===== src/rtl/legv8_control_unit_pkg.sv =====
// Shared definitions for the LEGv8 control unit: opcodes, ALU/PC
// select codes, sequencer states and the control word layout.
package legv8_control_unit_pkg;

    localparam int CW_W   = 94;
    localparam int INST_W = 32;

    localparam logic [10:0] OPC_ADD  = 11'h458;
    localparam logic [10:0] OPC_ADDS = 11'h558;
    localparam logic [10:0] OPC_SUB  = 11'h658;
    localparam logic [10:0] OPC_SUBS = 11'h758;
    localparam logic [10:0] OPC_AND  = 11'h450;
    localparam logic [10:0] OPC_ANDS = 11'h750;
    localparam logic [10:0] OPC_ORR  = 11'h550;
    localparam logic [10:0] OPC_EOR  = 11'h650;
    localparam logic [10:0] OPC_LSL  = 11'h69B;
    localparam logic [10:0] OPC_LSR  = 11'h69A;
    localparam logic [10:0] OPC_BR   = 11'h6B0;
    localparam logic [10:0] OPC_STUR = 11'h7C0;
    localparam logic [10:0] OPC_LDUR = 11'h7C2;

    localparam logic [9:0] OPC_ADDI  = 10'h244;
    localparam logic [9:0] OPC_ADDIS = 10'h2C4;
    localparam logic [9:0] OPC_SUBI  = 10'h344;
    localparam logic [9:0] OPC_SUBIS = 10'h3C4;
    localparam logic [9:0] OPC_ANDI  = 10'h248;
    localparam logic [9:0] OPC_ORRI  = 10'h2C8;
    localparam logic [9:0] OPC_EORI  = 10'h348;

    localparam logic [7:0] OPC_CBZ   = 8'hB4;
    localparam logic [7:0] OPC_CBNZ  = 8'hB5;
    localparam logic [7:0] OPC_BCOND = 8'h54;

    localparam logic [5:0] OPC_B  = 6'h05;
    localparam logic [5:0] OPC_BL = 6'h25;

    localparam logic [4:0] FS_AND = 5'b00000;
    localparam logic [4:0] FS_OR  = 5'b00100;
    localparam logic [4:0] FS_ADD = 5'b01000;
    localparam logic [4:0] FS_SUB = 5'b01001;
    localparam logic [4:0] FS_XOR = 5'b01100;
    localparam logic [4:0] FS_LSL = 5'b10000;
    localparam logic [4:0] FS_LSR = 5'b10100;

    localparam logic [1:0] PS_HOLD = 2'b00;
    localparam logic [1:0] PS_PC4  = 2'b01;
    localparam logic [1:0] PS_PCK  = 2'b10;
    localparam logic [1:0] PS_PCA  = 2'b11;

    typedef enum logic [1:0] {
        S_FETCH = 2'd0,
        S_EXEC  = 2'd1,
        S_LOAD2 = 2'd2,
        S_HALT  = 2'd3
    } state_e;

    typedef enum logic [4:0] {
        OP_BAD, OP_ADD, OP_ADDS, OP_SUB, OP_SUBS,
        OP_AND, OP_ANDS, OP_ORR, OP_EOR,
        OP_ADDI, OP_ADDIS, OP_SUBI, OP_SUBIS,
        OP_ANDI, OP_ORRI, OP_EORI,
        OP_LSL, OP_LSR, OP_LDUR, OP_STUR,
        OP_B, OP_BL, OP_BR, OP_CBZ, OP_CBNZ, OP_BCOND
    } op_e;

    typedef struct packed {
        logic [63:0] constant;
        logic        en_pc;
        logic        en_mem;
        logic        en_alu;
        logic        pcsel;
        logic        bsel;
        logic        sl;
        logic        wm;
        logic        wr;
        logic [1:0]  ps;
        logic [4:0]  fs;
        logic [4:0]  sb;
        logic [4:0]  sa;
        logic [4:0]  da;
    } cw_t;

    // Longer opcodes are matched last so they win over shorter prefixes.
    function automatic op_e decode_op(input logic [31:0] ir);
        op_e op;
        op = OP_BAD;
        case (ir[31:26])
            OPC_B:   op = OP_B;
            OPC_BL:  op = OP_BL;
            default: ;
        endcase
        case (ir[31:24])
            OPC_CBZ:   op = OP_CBZ;
            OPC_CBNZ:  op = OP_CBNZ;
            OPC_BCOND: op = OP_BCOND;
            default:   ;
        endcase
        case (ir[31:22])
            OPC_ADDI:  op = OP_ADDI;
            OPC_ADDIS: op = OP_ADDIS;
            OPC_SUBI:  op = OP_SUBI;
            OPC_SUBIS: op = OP_SUBIS;
            OPC_ANDI:  op = OP_ANDI;
            OPC_ORRI:  op = OP_ORRI;
            OPC_EORI:  op = OP_EORI;
            default:   ;
        endcase
        case (ir[31:21])
            OPC_ADD:  op = OP_ADD;
            OPC_ADDS: op = OP_ADDS;
            OPC_SUB:  op = OP_SUB;
            OPC_SUBS: op = OP_SUBS;
            OPC_AND:  op = OP_AND;
            OPC_ANDS: op = OP_ANDS;
            OPC_ORR:  op = OP_ORR;
            OPC_EOR:  op = OP_EOR;
            OPC_LSL:  op = OP_LSL;
            OPC_LSR:  op = OP_LSR;
            OPC_BR:   op = OP_BR;
            OPC_STUR: op = OP_STUR;
            OPC_LDUR: op = OP_LDUR;
            default:  ;
        endcase
        return op;
    endfunction

    function automatic logic [4:0] alu_fs(input op_e op);
        logic [4:0] fs;
        fs = FS_AND;
        case (op)
            OP_ADD, OP_ADDS, OP_ADDI, OP_ADDIS,
            OP_LDUR, OP_STUR:               fs = FS_ADD;
            OP_SUB, OP_SUBS, OP_SUBI,
            OP_SUBIS:                       fs = FS_SUB;
            OP_ORR, OP_ORRI, OP_CBZ,
            OP_CBNZ:                        fs = FS_OR;
            OP_EOR, OP_EORI:                fs = FS_XOR;
            OP_LSL:                         fs = FS_LSL;
            OP_LSR:                         fs = FS_LSR;
            default:                        fs = FS_AND;
        endcase
        return fs;
    endfunction

    function automatic logic sets_flags(input op_e op);
        return op inside {OP_ADDS, OP_SUBS, OP_ANDS,
                          OP_ADDIS, OP_SUBIS};
    endfunction

endpackage


===== src/rtl/legv8_branch_cond.sv =====
// Evaluates an ARM-style condition code against the registered
// {V,C,N,Z} flags; purely combinational.
module legv8_branch_cond (
    input  logic [3:0] cond,
    input  logic [3:0] flags,
    output logic       taken
);

    logic v, c, n, z;

    assign {v, c, n, z} = flags;

    always_comb begin
        taken = 1'b0;
        unique case (cond)
            4'h0: taken = z;
            4'h1: taken = !z;
            4'h2: taken = c;
            4'h3: taken = !c;
            4'h4: taken = n;
            4'h5: taken = !n;
            4'h6: taken = v;
            4'h7: taken = !v;
            4'h8: taken = c && !z;
            4'h9: taken = !(c && !z);
            4'hA: taken = (n == v);
            4'hB: taken = (n != v);
            4'hC: taken = !z && (n == v);
            4'hD: taken = !(!z && (n == v));
            4'hE, 4'hF: taken = 1'b1;
        endcase
    end

endmodule


===== src/rtl/legv8_control_unit.sv =====
// Multi-cycle LEGv8 sequencer: latches the instruction, decodes it and
// drives one datapath control word per cycle.
module legv8_control_unit
    import legv8_control_unit_pkg::*;
(
    input  logic              clock,
    input  logic              reset,
    input  logic [INST_W-1:0] instruction,
    input  logic [4:0]        status,
    output logic [CW_W-1:0]   control_word,
    output logic              halted
);

    state_e      state;
    logic [31:0] ir;
    op_e         op;
    cw_t         exe;
    cw_t         cw;
    logic        bcond_taken;
    logic        cb_taken;

    logic [4:0]  rd, rn, rm;
    logic [63:0] imm12, shamt, dofs, br26, br19;

    assign op    = decode_op(ir);
    assign rd    = ir[4:0];
    assign rn    = ir[9:5];
    assign rm    = ir[20:16];
    assign imm12 = {52'd0, ir[21:10]};
    assign shamt = {58'd0, ir[15:10]};
    assign dofs  = {{55{ir[20]}}, ir[20:12]};
    assign br26  = {{36{ir[25]}}, ir[25:0], 2'b00};
    assign br19  = {{43{ir[23]}}, ir[23:5], 2'b00};

    legv8_branch_cond u_bcond (
        .cond  (ir[3:0]),
        .flags (status[4:1]),
        .taken (bcond_taken)
    );

    assign cb_taken = (op == OP_CBZ) ? status[0] : !status[0];

    always_comb begin
        exe    = '0;
        exe.sa = rn;
        exe.da = rd;
        exe.fs = alu_fs(op);
        exe.sl = sets_flags(op);
        unique case (op)
            OP_ADD, OP_ADDS, OP_SUB, OP_SUBS,
            OP_AND, OP_ANDS, OP_ORR, OP_EOR: begin
                exe.sb     = rm;
                exe.en_alu = 1'b1;
                exe.wr     = 1'b1;
                exe.ps     = PS_PC4;
            end
            OP_ADDI, OP_ADDIS, OP_SUBI, OP_SUBIS,
            OP_ANDI, OP_ORRI, OP_EORI: begin
                exe.bsel     = 1'b1;
                exe.constant = imm12;
                exe.en_alu   = 1'b1;
                exe.wr       = 1'b1;
                exe.ps       = PS_PC4;
            end
            OP_LSL, OP_LSR: begin
                exe.bsel     = 1'b1;
                exe.constant = shamt;
                exe.en_alu   = 1'b1;
                exe.wr       = 1'b1;
                exe.ps       = PS_PC4;
            end
            OP_STUR: begin
                exe.sb       = rd;
                exe.bsel     = 1'b1;
                exe.constant = dofs;
                exe.wm       = 1'b1;
                exe.ps       = PS_PC4;
            end
            OP_LDUR: begin
                exe.bsel     = 1'b1;
                exe.constant = dofs;
                exe.ps       = PS_HOLD;
            end
            OP_B: begin
                exe.constant = br26;
                exe.ps       = PS_PCK;
            end
            OP_BL: begin
                exe.constant = br26;
                exe.en_pc    = 1'b1;
                exe.wr       = 1'b1;
                exe.da       = 5'd30;
                exe.ps       = PS_PCK;
            end
            OP_BR: begin
                exe.sa = rd;
                exe.ps = PS_PCA;
            end
            // Offset only appears once the live zero flag says taken.
            OP_CBZ, OP_CBNZ: begin
                exe.sa       = rd;
                exe.bsel     = 1'b1;
                exe.constant = cb_taken ? br19 : 64'd0;
                exe.ps       = cb_taken ? PS_PCK : PS_PC4;
            end
            OP_BCOND: begin
                exe.constant = br19;
                exe.ps       = bcond_taken ? PS_PCK : PS_PC4;
            end
            default: exe = '0;
        endcase
    end

    always_comb begin
        cw = '0;
        unique case (state)
            S_EXEC: cw = exe;
            S_LOAD2: begin
                cw.sa       = exe.sa;
                cw.fs       = exe.fs;
                cw.constant = exe.constant;
                cw.bsel     = exe.bsel;
                cw.en_mem   = 1'b1;
                cw.wr       = 1'b1;
                cw.da       = rd;
                cw.ps       = PS_PC4;
            end
            default: cw = '0;
        endcase
    end

    assign control_word = cw;

    always_ff @(posedge clock or posedge reset) begin
        if (reset) begin
            state  <= S_FETCH;
            ir     <= '0;
            halted <= 1'b0;
        end else begin
            unique case (state)
                S_FETCH: begin
                    ir    <= instruction;
                    state <= S_EXEC;
                end
                S_EXEC: begin
                    if (op == OP_BAD) begin
                        state  <= S_HALT;
                        halted <= 1'b1;
                    end else if (op == OP_LDUR) begin
                        state <= S_LOAD2;
                    end else begin
                        state <= S_FETCH;
                    end
                end
                S_LOAD2: state <= S_FETCH;
                S_HALT:  state <= S_HALT;
            endcase
        end
    end

endmodule


===== config.mk =====
export PLATFORM = sky130hd
export DESIGN_NAME = legv8_control_unit
export DESIGN_NICKNAME = d
export VERILOG_FILES = /design/src/rtl/legv8_control_unit_pkg.sv /design/src/rtl/legv8_branch_cond.sv /design/src/rtl/legv8_control_unit.sv
export SDC_FILE = /design/constraint.sdc
export NUM_CORES = 1
export LEC_CHECK = 0
export ABC_AREA = 1
export BUFFER_PORTS_ARGS = -buffer_cell sky130_fd_sc_hd__buf_2
export CELL_PAD_IN_SITES_DETAIL_PLACEMENT = 0
export CELL_PAD_IN_SITES_GLOBAL_PLACEMENT = 1
export CORE_MARGIN = 2
export CORE_UTILIZATION = 25
export CTS_BUF_LIST = sky130_fd_sc_hd__clkbuf_2 sky130_fd_sc_hd__clkbuf_4 sky130_fd_sc_hd__clkbuf_8
export DETAILED_ROUTE_END_ITERATION = 10
export HOLD_SLACK_MARGIN = 0.02
export PLACE_DENSITY = 0.64
export RECOVER_POWER = 25
export SYNTH_ARGS = -nofsm -noshare
export SYNTH_HDL_FRONTEND = slang
export SYNTH_SLANG_ARGS = --single-unit

===== constraint.sdc =====
create_clock -name clock -period 3.71 [get_ports clock]
set_clock_uncertainty 0.05 [all_clocks]
set_input_delay 0.371 -clock clock [delete_from_list [all_inputs] [get_ports clock]]
set_output_delay 0.371 -clock clock [all_outputs]
set_load 0.01 [all_outputs]

==> flow_metrics.env, run 1 <==
export IMPL_ant_nets=0
export IMPL_fp_dieW_um=131.7
export IMPL_rsz0062_at_grt="yes"
export IMPL_setup_viol=0
export IMPL_coreArea_mm2=0.01594
export IMPL_worstMarginPinSlew_ns=2.087
export IMPL_yosys_warnings=0
export IMPL_ir_worst_vdd_v=0.0003351
export IMPL_start_kind="flip-flop"
export IMPL_power_leakage_nw=3.127
export IMPL_final_common_cell="nand2_1"
export IMPL_fin_util_pct=35.11
export IMPL_synthFlopType="dfrtp_1"
export IMPL_synth_seq_area_share_pct=21.47
export IMPL_synth_cell_types=39
export IMPL_crit_end="control_word[14]"
export IMPL_criticalPathCategory="reg2out"
export IMPL_setup_worst_path_end_class="output port"
export IMPL_path_depth=18
export IMPL_critPathBufInv=6
export IMPL_n_fill_cell=1775
export IMPL_vias=4709
export IMPL_rr_startpoint="ir[27]"
export IMPL_arrival_ns=3.19
export IMPL_cts_tree="built"
export IMPL_clk_insertion_delay_late_ns=0.30
export IMPL_place_gp_congestion=0.8703
export IMPL_wirelength_mm=14.67
export IMPL_vias_per_cell=4.617
export IMPL_antenna_found_initial=0
export IMPL_core_rowCount=46
export IMPL_die_area_mm2=0.01735
export IMPL_path_clk_slew_ns=0.08
export IMPL_p_per_area_mw_per_mm2=595.1
export IMPL_crit_start="ir[23]"
export IMPL_portBuffers=131
export IMPL_pre_cts_slack_ns=-0.04251
export IMPL_outcome="finished, violations left"
export IMPL_max_cap_viol_count=1
export IMPL_dp_final_hpwl_mm=11.55
export IMPL_rrSetupSlack_ns=1.24
export IMPL_track_usage_pct=16.45
export IMPL_syn_area_mm2=0.004079
export IMPL_grt_pass1_wl_mm=23.23
export IMPL_initial_core_util_pct=25.58
export IMPL_area_delta_synth_final_pct=37.24
export IMPL_wire_per_inst_um=14.38
export IMPL_max_freq_ghz=0.2771
export IMPL_setup_ws_ns=0.1008
export IMPL_overflow=0
export IMPL_slowest_stage="dfrtp_2"
export IMPL_cp_required_ns=3.29
export IMPL_cts_sinks=35
export IMPL_synth_avg_cell_area_um2=6.106
export IMPL_drive_gt1_share_pct=43.03
export IMPL_synth_cells=668
export IMPL_htree_levels=2
export IMPL_post_route_period_util_pct=97.28
export IMPL_io_pins=134
export IMPL_critPathTopFamily="simple AND/OR/NAND/NOR gates"
export IMPL_drc_errors=0
export IMPL_hold_viol=0
export IMPL_drtIter0Drc=214
export IMPL_cp_max_fo=5
export IMPL_numCtsBuffers=5
export IMPL_grt_max_degree=65
export IMPL_synth_edf_count=0
export IMPL_num_antenna_cells=0
export IMPL_hp_class="in2reg"
export IMPL_fp_dieH_um=131.7
export IMPL_crit_chain="inv_2 -> nand2_1 -> nor2_4 -> nand3_2 -> nand3_1 -> a21oi_2 -> nand3_1 -> nand2_2 -> inv_2 -> ha_4 -> inv_4 -> nor2_4 -> buf_6 -> nand3_4 -> nor2_1 -> inv_1 -> o21ai_1 -> buf_2"
export IMPL_first_pass_iters=4
export IMPL_max_stage_delay_ns=0.46
export IMPL_grt_pass1_vias=4518
export IMPL_violations="max-capacitance violations, max-slew violations"
export IMPL_ys_ff_latch=35
export IMPL_final_max_slew_violation_count=36
export IMPL_r2r_end="state[1]"
export IMPL_mostFrequentLayoutCells="137 x nand2_1, 131 x buf_2, 81 x inv_1"
export IMPL_fin_nets=849
export IMPL_period_minus_slack_ns=3.609
export IMPL_cts_root_buffer="clkbuf_8"
export IMPL_clk_path_buf_depth=2
export IMPL_worstRegToRegCells=19
export IMPL_relSlewSlack_pct=-39.14
export IMPL_synth_async_reset_ratio_pct=100.0
layer usage:
layer / up-vias / share of wire (%) / global-route usage [%]
li1: 2363 / - / -
met1: 2188 / 47 / 21.97
met2: 138 / 46 / 27.37
met3: 20 / 4.9 / 2.614
met4: 0 / 2.0 / 4.952
met5: - / 0 / 0
Yosys cell counts, types with 2 or more instances:
master / n / area [um2]
a21oi_1: 39 / 195.2
buf_1: 2 / 7.510
buf_2: 2 / 10.01
buf_4: 38 / 285.3
buf_6: 2 / 22.52
clkbuf_1: 12 / 45.04
dfrtp_1: 35 / 875.8
ha_1: 7 / 87.58
inv_1: 95 / 356.6
inv_2: 6 / 22.52
nand2_1: 153 / 574.3
nand2_2: 13 / 81.33
nand2_4: 7 / 78.83
nand3_1: 47 / 235.2
nand3_2: 7 / 70.07
nand4_1: 6 / 37.54
nor2_1: 71 / 266.5
nor2_2: 7 / 43.79
nor2_4: 5 / 56.30
nor2_8: 3 / 60.06
nor3_1: 12 / 60.06
nor3_2: 2 / 20.02
o211ai_1: 3 / 22.52
o21ai_0: 55 / 275.3
o21ai_1: 13 / 65.06
o21ai_2: 8 / 70.07
o221ai_1: 2 / 17.52
o22ai_1: 5 / 31.28
flip-flops by register name, indices dropped and copies added, names as in the netlist:
signal and flops:
halted 1, state 2, ir 32
worst min path at each step:
stage / start / depth (start not counted) / endpoint / slack, ns
finish: instruction[28] / 3 / ir[28] / 0.21
global placement: halted / 1 / halted / 0.40
CTS: reset / 3 / ir[24] / 0.14
detailed placement: halted / 1 / halted / 0.41
floorplan: instruction[14] / 2 / ir[14] / 0.44
global route: instruction[12] / 3 / ir[12] / 0.23
final cells by class:
cell class / instances / area (um2) / share of cell area (%)
tap: 216 / 270.3 / 4.828
multi-input combinational: 477 / 2869 / 51.25
clock buffer: 7 / 96.34 / 1.721
inverter: 101 / 392.9 / 7.018
timing repair buffer: 183 / 1077 / 19.24
clock inverter: 1 / 7.507 / 0.1341
sequential: 35 / 884.6 / 15.80
cells by family (layout without fill, tap and decap cells):
group	Yosys count	in the layout	share of synthesized area, %
and+or+nand+nor	339	339	40.28
buffers and inverters	157	292	18.37
AOI/OAI and AO/OA	126	126	16.81
DFF	35	35	21.47
adders and majority gates	7	7	2.147
xor gates and xnor gates	3	3	0.8284
other	1	2	0.09194
power breakdown:
group | leakage, nW | internal [mW] | switching, mW
clock | 0.0505 | 0.169 | 0.164
sequential | 0.417 | 0.576 | 0.257
combinational | 2.66 | 0.710 | 1.46
worst min-delay path: stages:
cell and delay [ns]:
buf_2 0.07, nand2_1 0.04, o21ai_0 0.05
stage by stage:
stage / cells / setup TNS (ns) / area, um2 / power [mW] / hold slack, ns
final: 1020 / 0 / 5598 / 3.331 / 0.2144
after global routing: 1020 / -7.090 / 5598 / 3.641 / 0.2316
after CTS: 994 / 0 / 5010 / 2.995 / 0.1404
after detailed placement: 980 / -0.1596 / 4807 / 2.574 / 0.4075
after global placement: 980 / -1.137 / 4807 / 2.602 / 0.3994
after floorplan: 669 / 0 / 4086 / 2.016 / 0.4378
repair_timing:
action	CTS	global route
gates resized for setup	23	119
hold buffers	0	0
setup endpoints to repair	86	89
endpoints found under the hold margin	0	0
pin swaps	3	34
buffers inserted	6	26
No activity file was read; power rests on OpenSTA's default activity.
==> run 2, diff against run 1 <==
Settings changed: CELL_PAD_IN_SITES_DETAIL_PLACEMENT 0 to not set, CELL_PAD_IN_SITES_GLOBAL_PLACEMENT 1 to not set, CORE_UTILIZATION 25 to 42, PLACE_DENSITY 0.64 to 0.71, TNS_END_PERCENT set to 5.
==> flow_metrics.env, run 2 (synthesized netlist as in run 1, its figures left out) <==
export IMPL_outcome="finished, violations left"
export IMPL_violations="max-capacitance violations, max-slew violations, negative setup slack"
export IMPL_grt_max_degree=65
export IMPL_period_minus_slack_ns=3.722
export IMPL_regMostFlops="ir"
export IMPL_clk_path_buf_depth=2
export IMPL_gr_usage_met3_pct=3.322
export IMPL_ant_nets=0
export IMPL_cp_common_cell="nand2_4"
export IMPL_place_gp_congestion=0.9373
export IMPL_area_delta_synth_final_pct=29.51
export IMPL_fin_tns_setup_ns=-0.3573
export IMPL_fp_dieH_um=102.5
export IMPL_crit_start="ir[21]"
export IMPL_top_regs="ir x32, state x2, halted x1"
export IMPL_max_stage_delay_ns=0.46
export IMPL_drive_gt1_share_pct=39.24
export IMPL_post_route_period_util_pct=100.3
export IMPL_arrival_ns=3.30
export IMPL_met2_usage_pct=41.18
export IMPL_cts_root_buffer="clkbuf_8"
export IMPL_ir_worst_vdd_v=0.0003142
export IMPL_num_antenna_cells=0
export IMPL_p_total_mw=3.284
export IMPL_grt_use_met1_pct=32.87
export IMPL_cts_sinks=35
export IMPL_grt_pass1_wl_mm=20.71
export IMPL_cts_tree="built"
export IMPL_worstMarginPinSlew_ns=2.009
export IMPL_drc_errors=0
export IMPL_setup_ws_ns=-0.01230
export IMPL_cp_required_ns=3.29
export IMPL_crit_end="control_word[68]"
export IMPL_vias_per_cell=5.220
export IMPL_setup_viol=37
export IMPL_fp_dieW_um=102.5
export IMPL_io_pins=134
export IMPL_rsz0062_at_grt="yes"
export IMPL_initial_core_util_pct=43.73
export IMPL_max_cap_viol_count=1
export IMPL_track_usage_pct=24.61
export IMPL_relSlewSlack_pct=-33.96
export IMPL_grt_pass1_vias=4375
export IMPL_drtIter0Drc=321
export IMPL_vias=4797
export IMPL_max_freq_ghz=0.2687
export IMPL_largest_register_ffs=32
export IMPL_path_clk_slew_ns=0.08
export IMPL_cp_max_fo=37
export IMPL_start_kind="flip-flop"
export IMPL_crit_chain="nor2_2 -> nand2_4 -> nor2_4 -> buf_6 -> nand3_1 -> nand3_1 -> nor2_1 -> nand3_1 -> nand2_2 -> inv_2 -> ha_4 -> inv_4 -> nor2_4 -> nand2_4 -> xor2_2 -> nand2_2 -> nand2_4 -> nand2_4 -> nand2_4 -> o21ai_4 -> clkinvlp_4 -> buf_12 -> buf_2"
export IMPL_dp_final_hpwl_mm=9.955
export IMPL_rrSetupSlack_ns=1.13
export IMPL_portBuffers=131
export IMPL_path_depth=23
export IMPL_die_area_mm2=0.01052
export IMPL_critPathTopFamily="simple AND/OR/NAND/NOR gates"
export IMPL_critPathBufInv=6
export IMPL_coreArea_mm2=0.009328
export IMPL_hold_viol=0
export IMPL_worstRegToRegCells=18
export IMPL_numCtsBuffers=5
export IMPL_ctsHoldBuffers=0
export IMPL_busiest_layer="met2"
export IMPL_slowest_stage="dfrtp_2"
export IMPL_first_pass_iters=5
export IMPL_r2r_end="state[1]"
export IMPL_final_max_slew_violation_count=36
export IMPL_wirelength_mm=13.59
export IMPL_criticalPathCategory="reg2out"
export IMPL_htree_levels=2
export IMPL_antenna_found_initial=0
export IMPL_core_rowCount=35
export IMPL_setup_worst_path_end_class="output port"
export IMPL_p_per_area_mw_per_mm2=621.7
export IMPL_rr_startpoint="ir[21]"
export IMPL_power_leakage_nw=3.074
export IMPL_final_common_cell="nand2_1"
export IMPL_fin_nets=835
export IMPL_clk_insertion_delay_late_ns=0.30
export IMPL_mostFrequentLayoutCells="140 x nand2_1, 131 x buf_2, 84 x inv_1"
export IMPL_hp_class="in2reg"
export IMPL_overflow=0
export IMPL_wire_per_inst_um=14.79
## run 2: cell count changes in the layout (fill, tap and decap cells not counted), moves of 4 or more
cell     previous run  this run
buf_4              44        34
a21oi_1            28        39
buf_6               6         1
nand3_2            18        14
nor2_1             56        50
o21ai_0            41        52
o21ai_2            15         8
nor2_2             13        17
a21oi_2            12         1
nand2_2            20        16
## run 2: cell type report
type	count	area, um2
repair buffers	169	960.9
multi-input cells	477	2770
flip-flops and latches	35	887.1
clock inverters	3	43.79
inverters	101	390.4
fillers	914	4045
clock buffers	5	68.82
well taps	129	161.4
## run 2: worst min-delay path by stage
stage	slack, ns	startpoint	end	depth (start not counted)
after detailed placement	0.42	halted	halted	1
after CTS	0.13	reset	ir[19]	3
final	0.22	instruction[28]	ir[28]	3
after global placement	0.42	halted	halted	1
after global routing	0.24	instruction[11]	ir[11]	3
after floorplan	0.44	instruction[14]	ir[14]	2
## run 2: metrics by stage
step	util, %	instance area (um2)	setup slack [ns]	hold slack, ns	std cells
after floorplan	-	4086	0.04190	0.4378	669
after global placement	49.73	4638	-0.07252	0.4170	885
after detailed placement	49.73	4638	-0.02710	0.4187	885
after CTS	52.21	4870	0.008906	0.1344	901
after global routing	56.63	5283	-0.2046	0.2372	919
final	56.63	5283	-0.01230	0.2241	919
## run 2: layer usage
layer	share of wire (%)	routed length [um]
met1	41	5564
met2	48	6573
met3	7.8	1054
met4	2.9	397
met5	0	0
## run 2: worst register-to-register path, stage by stage, from the launching register on
cell and delay (ns):
dfrtp_2 0.46, nor2_2 0.18, nand2_4 0.09, nor2_4 0.21
nand2_4 0.10, nand2_2 0.09, nor2_2 0.03, nand2_1 0.08
nand3_1 0.09, nand2_2 0.13, ha_2 0.23, inv_4 0.06
nor2_2 0.12, inv_1 0.07, nor3_1 0.25, nor2_1 0.08
o21ai_0 0.08, nand2_1 0.07, inv_1 0.05
## run 2: power breakdown
part | total (mW) | internal (mW) | switching (mW)
clock network | 0.361 | 0.200 | 0.161
registers | 0.837 | 0.578 | 0.259
logic | 2.09 | 0.687 | 1.40
## run 2: repair_timing
action	CTS	global route
cloned	0	0
setup endpoints to repair	87	89
setup buffers	8	18
pin swaps	5	18
gates resized for setup	23	83
==> run 3, diff against run 2 <==
Settings changed: SKIP_CTS_REPAIR_TIMING set to 1, TNS_END_PERCENT 5 to 30.
==> flow_metrics.env, run 3 (synthesized netlist as in run 1, its figures left out) <==
export IMPL_outcome="finished, violations left"
export IMPL_violations="max-capacitance violations, max-slew violations"
export IMPL_timing_hold_ws_ns=0.2262
export IMPL_max_cap_viol_count=1
export IMPL_drive_gt1_share_pct=37.50
export IMPL_p_seq_share_pct=25.1
export IMPL_top_regs="ir x32, state x2, halted x1"
export IMPL_p_per_area_mw_per_mm2=630.1
export IMPL_wirelength_mm=13.25
export IMPL_hp_class="in2reg"
export IMPL_fin_nets=829
export IMPL_gr_usage_met3_pct=3.119
export IMPL_clk_insertion_delay_late_ns=0.30
export IMPL_grt_pass1_vias=4275
export IMPL_grt_pass1_wl_mm=20.43
export IMPL_place_area_mm2=0.004638
export IMPL_clockPowerShare_pct=10.9
export IMPL_die_area_mm2=0.01052
export IMPL_cts_sinks=35
export IMPL_holdPathStages=3
export IMPL_area_delta_synth_final_pct=27.91
export IMPL_max_stage_delay_ns=0.45
export IMPL_fp_dieW_um=102.5
export IMPL_switchingPower_mw=1.810
export IMPL_fin_util_pct=55.94
export IMPL_track_usage_pct=24.24
export IMPL_mostFrequentLayoutCells="142 x nand2_1, 131 x buf_2, 85 x inv_1"
export IMPL_fp_dieH_um=102.5
export IMPL_cp_max_fo=37
export IMPL_relSlewSlack_pct=-35.03
export IMPL_design_area_mm2=0.005218
export IMPL_drtIter0Drc=239
export IMPL_worstMarginPinSlew_ns=2.025
export IMPL_cts_root_buffer="clkbuf_8"
export IMPL_path_clk_slew_ns=0.08
export IMPL_grt_use_met1_pct=32.96
export IMPL_setup_ws_ns=0.04987
export IMPL_power_leakage_nw=3.023
export IMPL_grt_max_degree=65
export IMPL_internal_power_mw=1.478
export IMPL_post_route_period_util_pct=98.66
export IMPL_numCtsBuffers=5
export IMPL_cp_common_cell="nand2_4"
export IMPL_switching_share_pct=55.06
export IMPL_start_kind="flip-flop"
export IMPL_met2_usage_pct=40.22
export IMPL_p_comb_share_pct=64.0
export IMPL_path_depth=24
export IMPL_critPathTopFamily="simple AND/OR/NAND/NOR gates"
export IMPL_n_fill_cell=910
export IMPL_initial_core_util_pct=43.73
export IMPL_crit_chain="nor2_2 -> nand2_4 -> nor2_4 -> nand2_4 -> nand2_2 -> nor2_1 -> nand2_1 -> nor2_1 -> nand3_1 -> nand2_2 -> inv_2 -> ha_4 -> inv_4 -> nor2_4 -> nand2_4 -> xor2_2 -> nand2_2 -> nand2_4 -> nand2_4 -> nand2_4 -> o21ai_4 -> clkinvlp_4 -> buf_12 -> buf_2"
export IMPL_setup_worst_path_end_class="output port"
export IMPL_slowest_stage="dfrtp_2"
export IMPL_dp_final_hpwl_mm=9.955
export IMPL_ir_worst_vdd_v=0.0003174
export IMPL_final_common_cell="nand2_1"
export IMPL_antenna_found_initial=0
export IMPL_core_rowCount=35
export IMPL_hold_viol=0
export IMPL_cp_required_ns=3.29
export IMPL_wire_per_inst_um=14.52
export IMPL_worstRegToRegCells=18
export IMPL_htree_levels=2
export IMPL_regMostFlops="ir"
export IMPL_final_max_slew_violation_count=36
export IMPL_drc_errors=0
export IMPL_pre_cts_slack_ns=-0.02710
export IMPL_portBuffers=131
export IMPL_p_total_mw=3.288
export IMPL_final_cells=913
export IMPL_setup_viol=0
export IMPL_critPathBufInv=5
export IMPL_placedCellCount=885
export IMPL_criticalPathCategory="reg2out"
export IMPL_first_pass_iters=8
export IMPL_clk_path_buf_depth=2
export IMPL_overflow=0
export IMPL_ant_nets=0
export IMPL_max_freq_ghz=0.2732
export IMPL_io_pins=134
export IMPL_fin_tns_setup_ns=0
export IMPL_period_minus_slack_ns=3.660
export IMPL_vias=4775
export IMPL_num_antenna_cells=0
export IMPL_coreArea_mm2=0.009328
export IMPL_arrival_ns=3.24
export IMPL_largest_register_ffs=32
export IMPL_place_gp_congestion=0.9373
export IMPL_busiest_layer="met2"
export IMPL_cts_tree="built"
export IMPL_vias_per_cell=5.230
export IMPL_rsz0062_at_grt="yes"
==> run 3: area by class of cell <==
cell class | count | area, um2 | share of cell area [%]
Tap cell | 129 | 161.4 | 3.094
Inverter | 101 | 392.9 | 7.530
Clock buffer | 5 | 68.82 | 1.319
Timing Repair Buffer | 163 | 933.4 | 17.89
Multi-Input combinational cell | 477 | 2731 | 52.35
Sequential cell | 35 | 885.9 | 16.98
Clock inverter | 3 | 43.79 | 0.8393
==> run 3: tightest hold or removal path: cells and delay by family <==
family | cells | cell delay, ns
buffers and inverters | 1 | 0.08
AO/OA/AOI/OAI | 1 | 0.06
AND/OR/NAND/NOR | 1 | 0.04
==> run 3: power groups by stage <==
stage / clock network, mW / logic [mW] / registers (mW)
finish: 0.359 / 2.10 / 0.824
floorplan: 0 / 1.31 / 0.708
CTS: 0.364 / 1.71 / 0.795
global placement: 0 / 1.68 / 0.793
global route: 0.376 / 2.34 / 0.843
detailed placement: 0 / 1.70 / 0.803
==> run 3: path summary, 6_finish.rpt <==
check / startpoint / to / slack (ns)
setup / recovery: ir[21] / control_word[68] / 0.05
hold / removal: instruction[14] / ir[14] / 0.23
setup reg to reg: ir[21] / state[1] / 1.11
hold reg to reg: halted / halted / 0.43
max in group asynchronous: reset / ir[24] / 1.57
min in group asynchronous: reset / ir[20] / 0.74
==> run 3: routing by layer <==
metal / vias up / part of all wire [%]
li1: 2315 / -
met1: 2186 / 43
met2: 242 / 49
met3: 32 / 6.7
met4: 0 / 2.1
met5: - / 0
